<file path="config.mk">
export PLATFORM = sky130hd
export DESIGN_NAME = pc_redirect_ctrl_flat
export DESIGN_NICKNAME = d
export VERILOG_FILES = /design/src/rtl/pc_redirect_if.sv /design/src/rtl/pc_redirect_ctrl.sv /design/src/flat_wrapper.sv
export SDC_FILE = /design/constraint.sdc
export NUM_CORES = 1
export LEC_CHECK = 0
export CAP_MARGIN = 20
export CORE_AREA = 2 2 81 83
export DETAILED_ROUTE_END_ITERATION = 8
export DIE_AREA = 0 0 83 85
export PLACE_DENSITY = 0.78
export SYNTH_ARGS = -nofsm -noshare
export SYNTH_HDL_FRONTEND = slang
export SYNTH_SLANG_ARGS = --single-unit
</file>
<file path="constraint.sdc">
create_clock -name clk -period 3.2 [get_ports clk]
set_clock_uncertainty 0.1 [all_clocks]
set_input_delay 0.48 -clock clk [delete_from_list [all_inputs] [get_ports clk]]
set_output_delay 0.48 -clock clk [all_outputs]
set_load 0.02 [all_outputs]
</file>
<file path="src/rtl/pc_redirect_if.sv">
// Fetch-PC redirect bus: pipeline redirect requests in, fetch PC, flushes and
// mispredict statistics out.
interface pc_redirect_if #(
   parameter int unsigned CNT_W = 16
);
   logic             stall;
   logic             pred_taken;
   logic [12:0]      pred_pc;
   logic             d_valid;
   logic             d_fail;
   logic [12:0]      d_true_pc;
   logic             e_valid;
   logic             e_fail;
   logic [12:0]      e_true_pc;
   logic [12:0]      fetch_pc;
   logic             flush_f;
   logic             flush_d;
   logic             recovering;
   logic [CNT_W-1:0] d_miss_cnt;
   logic [CNT_W-1:0] e_miss_cnt;

   modport master (
      output stall, pred_taken, pred_pc, d_valid, d_fail, d_true_pc,
             e_valid, e_fail, e_true_pc,
      input  fetch_pc, flush_f, flush_d, recovering, d_miss_cnt, e_miss_cnt
   );

   modport slave (
      input  stall, pred_taken, pred_pc, d_valid, d_fail, d_true_pc,
             e_valid, e_fail, e_true_pc,
      output fetch_pc, flush_f, flush_d, recovering, d_miss_cnt, e_miss_cnt
   );
endinterface

</file>
<file path="src/rtl/pc_redirect_ctrl.sv">
// Fetch-PC sequencer for the dual-issue front end: arbitrates E/D redirects,
// predictor and sequential PC, issues flushes and masks wrong-path D redirects.
module pc_redirect_ctrl #(
   parameter logic [12:0] RESET_PC       = 13'h0000,
   parameter int unsigned FETCH_STEP     = 2,
   parameter int unsigned RECOVER_CYCLES = 1,
   parameter int unsigned CNT_W          = 16
) (
   input logic          clk,
   input logic          rst_n,
   pc_redirect_if.slave bus
);
   typedef enum logic {
      RUN     = 1'b0,
      RECOVER = 1'b1
   } state_t;

   localparam logic [12:0]      STEP     = 13'(FETCH_STEP);
   localparam logic [2:0]       REC_LOAD = 3'(RECOVER_CYCLES);
   localparam logic [CNT_W-1:0] CNT_MAX  = {CNT_W{1'b1}};

   state_t           state_r;
   logic [2:0]       rec_cnt_r;
   logic [12:0]      fetch_pc_r;
   logic [CNT_W-1:0] d_cnt_r;
   logic [CNT_W-1:0] e_cnt_r;
   logic             e_acc_s;
   logic             d_acc_s;
   logic [12:0]      next_pc_s;

   // Accept terms and next-PC priority: E redirect, D redirect, stall, predictor, sequential.
   always_comb begin
      e_acc_s   = bus.e_valid & bus.e_fail;
      d_acc_s   = bus.d_valid & bus.d_fail & ~e_acc_s & ~bus.stall & (state_r == RUN);
      next_pc_s = fetch_pc_r + STEP;
      if (e_acc_s) begin
         next_pc_s = bus.e_true_pc;
      end else if (d_acc_s) begin
         next_pc_s = bus.d_true_pc;
      end else if (bus.stall) begin
         next_pc_s = fetch_pc_r;
      end else if (bus.pred_taken) begin
         next_pc_s = bus.pred_pc;
      end else begin
         next_pc_s = fetch_pc_r + STEP;
      end
   end

   // Fetch PC, RUN/RECOVER sequencing and saturating mispredict counters.
   always_ff @(posedge clk or negedge rst_n) begin
      if (!rst_n) begin
         fetch_pc_r <= RESET_PC;
         state_r    <= RUN;
         rec_cnt_r  <= 3'd0;
         d_cnt_r    <= {CNT_W{1'b0}};
         e_cnt_r    <= {CNT_W{1'b0}};
      end else begin
         fetch_pc_r <= next_pc_s;
         case (state_r)
            RUN: begin
               if (e_acc_s || d_acc_s) begin
                  state_r   <= RECOVER;
                  rec_cnt_r <= REC_LOAD;
               end else begin
                  state_r   <= RUN;
                  rec_cnt_r <= 3'd0;
               end
            end
            RECOVER: begin
               // A stall freezes the recovery window along with the D stage.
               if (e_acc_s) begin
                  rec_cnt_r <= REC_LOAD;
               end else if (!bus.stall) begin
                  rec_cnt_r <= rec_cnt_r - 3'd1;
                  if (rec_cnt_r <= 3'd1) begin
                     state_r <= RUN;
                  end else begin
                     state_r <= RECOVER;
                  end
               end else begin
                  rec_cnt_r <= rec_cnt_r;
               end
            end
            default: begin
               state_r   <= RUN;
               rec_cnt_r <= 3'd0;
            end
         endcase
         if (e_acc_s && (e_cnt_r != CNT_MAX)) begin
            e_cnt_r <= e_cnt_r + {{(CNT_W-1){1'b0}}, 1'b1};
         end else begin
            e_cnt_r <= e_cnt_r;
         end
         if (d_acc_s && (d_cnt_r != CNT_MAX)) begin
            d_cnt_r <= d_cnt_r + {{(CNT_W-1){1'b0}}, 1'b1};
         end else begin
            d_cnt_r <= d_cnt_r;
         end
      end
   end

   // Flushes fire in the accept cycle so the wrong-path bundles die at the next edge.
   assign bus.flush_f    = rst_n & (e_acc_s | d_acc_s);
   assign bus.flush_d    = rst_n & e_acc_s;
   assign bus.fetch_pc   = fetch_pc_r;
   assign bus.recovering = (state_r == RECOVER);
   assign bus.d_miss_cnt = d_cnt_r;
   assign bus.e_miss_cnt = e_cnt_r;
endmodule

</file>
<file path="src/flat_wrapper.sv">
// flat-port wrapper written by rule: the top's interface ports become plain ports
module pc_redirect_ctrl_flat 
#(
   parameter logic [12:0] RESET_PC       = 13'h0000,
   parameter int unsigned FETCH_STEP     = 2,
   parameter int unsigned RECOVER_CYCLES = 1,
   parameter int unsigned CNT_W          = 16
)
  (clk, rst_n, bus_stall, bus_pred_taken, bus_pred_pc, bus_d_valid, bus_d_fail, bus_d_true_pc, bus_e_valid, bus_e_fail, bus_e_true_pc, bus_fetch_pc, bus_flush_f, bus_flush_d, bus_recovering, bus_d_miss_cnt, bus_e_miss_cnt);
  pc_redirect_if #(.CNT_W(CNT_W)) bus_i ();
  input logic clk;
  input logic rst_n;
  input wire logic [$bits(bus_i.stall)-1:0] bus_stall;
  input wire logic [$bits(bus_i.pred_taken)-1:0] bus_pred_taken;
  input wire logic [$bits(bus_i.pred_pc)-1:0] bus_pred_pc;
  input wire logic [$bits(bus_i.d_valid)-1:0] bus_d_valid;
  input wire logic [$bits(bus_i.d_fail)-1:0] bus_d_fail;
  input wire logic [$bits(bus_i.d_true_pc)-1:0] bus_d_true_pc;
  input wire logic [$bits(bus_i.e_valid)-1:0] bus_e_valid;
  input wire logic [$bits(bus_i.e_fail)-1:0] bus_e_fail;
  input wire logic [$bits(bus_i.e_true_pc)-1:0] bus_e_true_pc;
  output wire logic [$bits(bus_i.fetch_pc)-1:0] bus_fetch_pc;
  output wire logic [$bits(bus_i.flush_f)-1:0] bus_flush_f;
  output wire logic [$bits(bus_i.flush_d)-1:0] bus_flush_d;
  output wire logic [$bits(bus_i.recovering)-1:0] bus_recovering;
  output wire logic [$bits(bus_i.d_miss_cnt)-1:0] bus_d_miss_cnt;
  output wire logic [$bits(bus_i.e_miss_cnt)-1:0] bus_e_miss_cnt;
  assign bus_i.stall = bus_stall;
  assign bus_i.pred_taken = bus_pred_taken;
  assign bus_i.pred_pc = bus_pred_pc;
  assign bus_i.d_valid = bus_d_valid;
  assign bus_i.d_fail = bus_d_fail;
  assign bus_i.d_true_pc = bus_d_true_pc;
  assign bus_i.e_valid = bus_e_valid;
  assign bus_i.e_fail = bus_e_fail;
  assign bus_i.e_true_pc = bus_e_true_pc;
  assign bus_fetch_pc = bus_i.fetch_pc;
  assign bus_flush_f = bus_i.flush_f;
  assign bus_flush_d = bus_i.flush_d;
  assign bus_recovering = bus_i.recovering;
  assign bus_d_miss_cnt = bus_i.d_miss_cnt;
  assign bus_e_miss_cnt = bus_i.e_miss_cnt;
  pc_redirect_ctrl #(.RESET_PC(RESET_PC), .FETCH_STEP(FETCH_STEP), .RECOVER_CYCLES(RECOVER_CYCLES), .CNT_W(CNT_W)) u_core (.clk(clk), .rst_n(rst_n), .bus(bus_i));
endmodule
</file>
# Word level (Yosys, flattened, before mapping)
# Cells that the tools add are included.
# W data, S select, Z words.
[classes]
muxes = 13
order_cmp = 1
bitwise = 11
reduce_logical = 3
n_addsub = 4
eq_ne = 4
[op_table]
columns = ["op", "count"]
rows = [
  ["$mux W13", 4],
  ["$add A16 B1 Y16 const B", 2],
  ["$ne A16 B16 Y1 const B", 2],
  ["$add A13 B2 Y13 const B", 1],
  ["$and A1 B1 Y1", 7],
  ["$mux W3", 2],
  ["$pmux W3 S2", 1],
  ["$mux W1", 5],
  ["$le A3 B1 Y1 const B", 1],
  ["$ne A3 B1 Y1 const B", 1],
  ["$ne A3 B3 Y1 const B", 1],
  ["$not A1 Y1", 3],
  ["$sub A3 B1 Y3 const B", 1],
  ["$logic_and A1 B1 Y1", 2],
  ["$pmux W1 S2", 1],
  ["$logic_or A1 B1 Y1", 1],
  ["$or A1 B1 Y1", 1],
]
[totals]
reg_bits = 49
out_inout_bits = 48

# Longest topological paths before layout
[logic_depth]
word_depth = 8
mapped_depth = 7

# Worst setup path after synthesis
# Ideal clock, no wire load.
[synth_path]
path_type = "input to output"
startpoint = "input bus_stall"
endpoint = "output bus_flush_f"
path_buffers = 2
setup_slack_ns = 0.959
t_arrival_ns = 1.661
t_required_ns = 2.620
stages = 5
path_cell_list = "buf_6 -> and4bb_2 -> buf_1 -> nor2_1 -> nor2b_1"
[synth_between]
elab_chain_len = 5
[synth_lines]
columns = ["item", "line", "source"]
rows = [
  ["start: declaration", "flat_wrapper.sv:13", "input wire logic [$bits(bus_i.stall)-1:0] bus_stall;"],
  ["$not A1 Y1", "pc_redirect_ctrl.sv:34", "d_acc_s = bus.d_valid & bus.d_fail & ~e_acc_s & ~bus.stall & (state_r == RUN);"],
  ["$and A1 B1 Y1 (2 in series)", "pc_redirect_ctrl.sv:34", ""],
  ["$or A1 B1 Y1", "pc_redirect_ctrl.sv:103", "assign bus.flush_f = rst_n & (e_acc_s | d_acc_s);"],
  ["$and A1 B1 Y1", "pc_redirect_ctrl.sv:103", ""],
  ["end: declaration", "flat_wrapper.sv:23", "output wire logic [$bits(bus_i.flush_f)-1:0] bus_flush_f;"],
]
# No other way between the ends.

# Final worst setup path
# Same ends and word-level chain as after synthesis.

==> results.yml <==
global_routing:
  antenna_found_initial: 0
  global_route.overflow_total: 0
  via_count_of_the_first_global_routing_pass: 2532
  groute.usage.overall_pct: 20.5
  grt_pass1_wl_mm: 11.9
  grt_max_degree: 31
clocking:
  cts-root-buf: "sky130_fd_sc_hd__clkbuf_8"
  clk_pin_slew_ns: 0.09
  insertion_delay_of_the_later_clocked_pin_in_the_worst_skew_pair_ns: 0.30
  post_cts_resized: 0
  cts.htree.levels: 2
  clock_sinks: 49
  cts_tree: "built"
  cts_buffer_depth: 2
  tritoncts.num_buffers: 5
  post_cts.repair.setup_buffers: 0
  hold_buffers: 0
drt:
  route.detailed.drc: 0
  finalWirelength_mm: 7.21
  drt-pass1-iter-count: 4
  detail_route.vias_per_cell: 5.51
  routedWlPerCell_um: 15.5
  routed-via-count: 2563
  ant_nets: 0
  drt_first_iter_violations: 122
critical_path:
  critical_path_peak_fanout: 5
  cp-end-kind: "primary output"
  critical_path.startpoint_type: "input port"
  crit_required_ns: 2.62
  regToRegSetupSlack_ns: 0.98
  cp_data_arrival_time_ns: 2.07
  worstRegToRegCells: 6
  setup.worst_path.class: "input port to primary output"
  r2r_end: "u_core.bus.d_miss_cnt[14]"
  r2r-start: "u_core.bus.recovering"
timing:
  finalHoldViolations: 0
  fmax_ghz: 0.377
  final_critical_path_share_of_the_clock_period_pct: 82.8
  timing.slew.headroom_pct: 54.5
  finalMaxSlewViolations: 0
  final.min_clock_period_ns: 2.65
  report.final.setup_viol: 0
  rsz0062_at_grt: "no"
  hold-worst-slack_ns: 0.124
  tns_ns: 0
  max_slew.worst_pin.slew_ns: 0.678
finish:
  antenna_diodes: 0
  synthToLayoutAreaGrowth_pct: 41.2
  post_route_cells_drive_above_1_share_pct: 6.44
  num-nets-final: 438
synthesis:
  synth_area_leaders: "sky130_fd_sc_hd__dfrtp_1 45%, sky130_fd_sc_hd__xor2_1 6.4%, sky130_fd_sc_hd__xnor2_1 5.8%"
  synth-main-ff-cell: "sky130_fd_sc_hd__dfrtp_1"
  synthArstFlopShare_pct: 100
  synth_net_count: 340
  syn_inst: 289
  yosysUniqueCellTypes: 47
  avgSynthCellArea_sq_um: 9.46
  synth-seq-area-share_pct: 44.9
  ys_ff_latch: 49
  area_leader_netlist: "sky130_fd_sc_hd__dfrtp_1"
  yosysTopAreaCellShare_pct: 44.9
  netlist_area_sq_mm: 0.00273
  yosys_warnings: 0
  synth_edf_count: 0
power:
  pwr_density_cell_mw_per_mm2: 490
  total_leakage_power_nw: 1.59
  vdd_ir_max_mv: 0.499
outcome:
  outcome: "completed"
floorplanning:
  io_pins: 95
  fp.dieH_um: 85
  fp-row-count: 29
  area_enclosed_by_the_die_boundary_sq_mm: 0.00706
  die-width_um: 83
  initial_utilization_pct: 44.1
  core_sq_mm: 0.00620
worst_hold_path:
  holdCritPathClass: "input port to asynchronous set/reset pin"
place:
  detailed_place_hpwl_mm: 5.34
  replace_congestion: 0.908
  portBuffers: 94
run:
  max_cap_violation_count: 0
## synth_stat cells, drive strengths merged (2+ instances only)
cell,count
a21oi,11
a221o,2
a221oi,5
a31oi,3
and2,3
and3,7
and4,3
buf,6
clkbuf,4
dfrtp,49
ha,4
inv,5
mux2,3
mux2i,3
nand2,28
nand2b,4
nand3,22
nand4,9
nor2,29
nor2b,2
nor3,7
nor4,3
o2111ai,2
o211ai,4
o21a,2
o21ai,14
o221ai,2
o2bb2ai,2
or3,5
xnor2,18
xor2,20
## through the flow
step	power, mW	area (sq um)	util, %	cells	worst slack [ns]
after CTS	1.91	3860	62.2	465	0.542
after detailed placement	1.52	3760	60.7	457	0.497
after floorplan	1.18	2730	-	289	0.959
final	1.89	3860	62.2	465	0.550
after global routing	2.00	3860	62.2	465	0.467
after global placement	1.50	3760	60.7	457	0.563
## area by class of cell
type / instances / area, sq um
fillers: 523 / 2340
multi-input cells: 225 / 1440
flip-flops and latches: 49 / 1230
repair buffers: 101 / 988
well taps: 77 / 96.3
clock buffers: 6 / 82.6
inverters: 5 / 18.8
clock inverters: 2 / 13.8
## flip-flops by register name (all words and copies together), names as in the netlist
name and flops:
u_core.rec_cnt_r 3, u_core.bus.fetch_pc 13, u_core.bus.d_miss_cnt 16, u_core.bus.recovering 1, u_core.bus.e_miss_cnt 16
## report_power, final
| part | internal, mW | switching, mW |
|---|---|---|
| logic | 0.338 | 0.308 |
| clock network | 0.176 | 0.208 |
| registers | 0.717 | 0.144 |
## how the worst max path moves through the flow
stage | start | endpoint | slack (ns)
2_1_floorplan | bus_stall | bus_flush_f | 0.96
3_3_place_gp | bus_stall | u_core.bus.d_miss_cnt[14] | 0.56
3_5_place_dp | bus_stall | u_core.bus.d_miss_cnt[14] | 0.50
4_1_cts | bus_stall | bus_flush_f | 0.54
5_1_grt | bus_stall | bus_flush_f | 0.47
6_report | bus_stall | bus_flush_f | 0.55
## metal layers
layer / part of all wire [%] / routed length, um / GRT usage [%]
met4: 1.0 / 72 / 5.22
met3: 8.9 / 642 / 6.52
met1: 46 / 3300 / 28.0
met5: 0 / 0 / 0
met2: 44 / 3190 / 32.0
## cell families after synthesis
logic type | Yosys count | share of synthesized area [%]
flip-flops | 49 | 44.9
adder cells (fa/ha/maj) | 4 | 1.83
multiplexers | 6 | 2.33
AO/OA/AOI/OAI | 51 | 12.3
buffers and inverters | 15 | 2.65
AND/OR/NAND/NOR | 126 | 23.8
XOR/XNOR | 38 | 12.2
## layout by cell type, fill, tap and decap left out, types with 2 or more instances in the layout
cell type,count
sky130_fd_sc_hd__clkdlybuf4s50_1,93
sky130_fd_sc_hd__dfrtp_1,49
sky130_fd_sc_hd__nor2_1,29
sky130_fd_sc_hd__nand2_1,27
sky130_fd_sc_hd__nand3_1,22
sky130_fd_sc_hd__xor2_1,20
sky130_fd_sc_hd__xnor2_1,18
sky130_fd_sc_hd__o21ai_0,13
sky130_fd_sc_hd__a21oi_1,11
sky130_fd_sc_hd__nand4_1,9
sky130_fd_sc_hd__and3_1,7
sky130_fd_sc_hd__buf_4,7
sky130_fd_sc_hd__nor3_1,6
sky130_fd_sc_hd__clkbuf_8,6
sky130_fd_sc_hd__inv_1,5
sky130_fd_sc_hd__a221oi_1,5
sky130_fd_sc_hd__or3_1,4
sky130_fd_sc_hd__o211ai_1,4
sky130_fd_sc_hd__nand2b_1,4
sky130_fd_sc_hd__ha_1,4
sky130_fd_sc_hd__and2_1,3
sky130_fd_sc_hd__and4_1,3
sky130_fd_sc_hd__mux2i_1,3
sky130_fd_sc_hd__a31oi_1,3
sky130_fd_sc_hd__nor2b_1,2
sky130_fd_sc_hd__a221o_1,2
sky130_fd_sc_hd__o221ai_1,2
sky130_fd_sc_hd__o2111ai_1,2
sky130_fd_sc_hd__o21a_1,2
sky130_fd_sc_hd__mux2_2,2
sky130_fd_sc_hd__nor4_2,2
sky130_fd_sc_hd__o2bb2ai_1,2
## critical path, stage by stage
cell                              delay (ns)
sky130_fd_sc_hd__clkdlybuf4s50_1        0.48
sky130_fd_sc_hd__and4bb_2               0.26
sky130_fd_sc_hd__nor2_1                 0.22
sky130_fd_sc_hd__nor2b_1                0.09
sky130_fd_sc_hd__clkdlybuf4s50_1        0.54
Note: power is estimated with default switching activity, not from simulation.
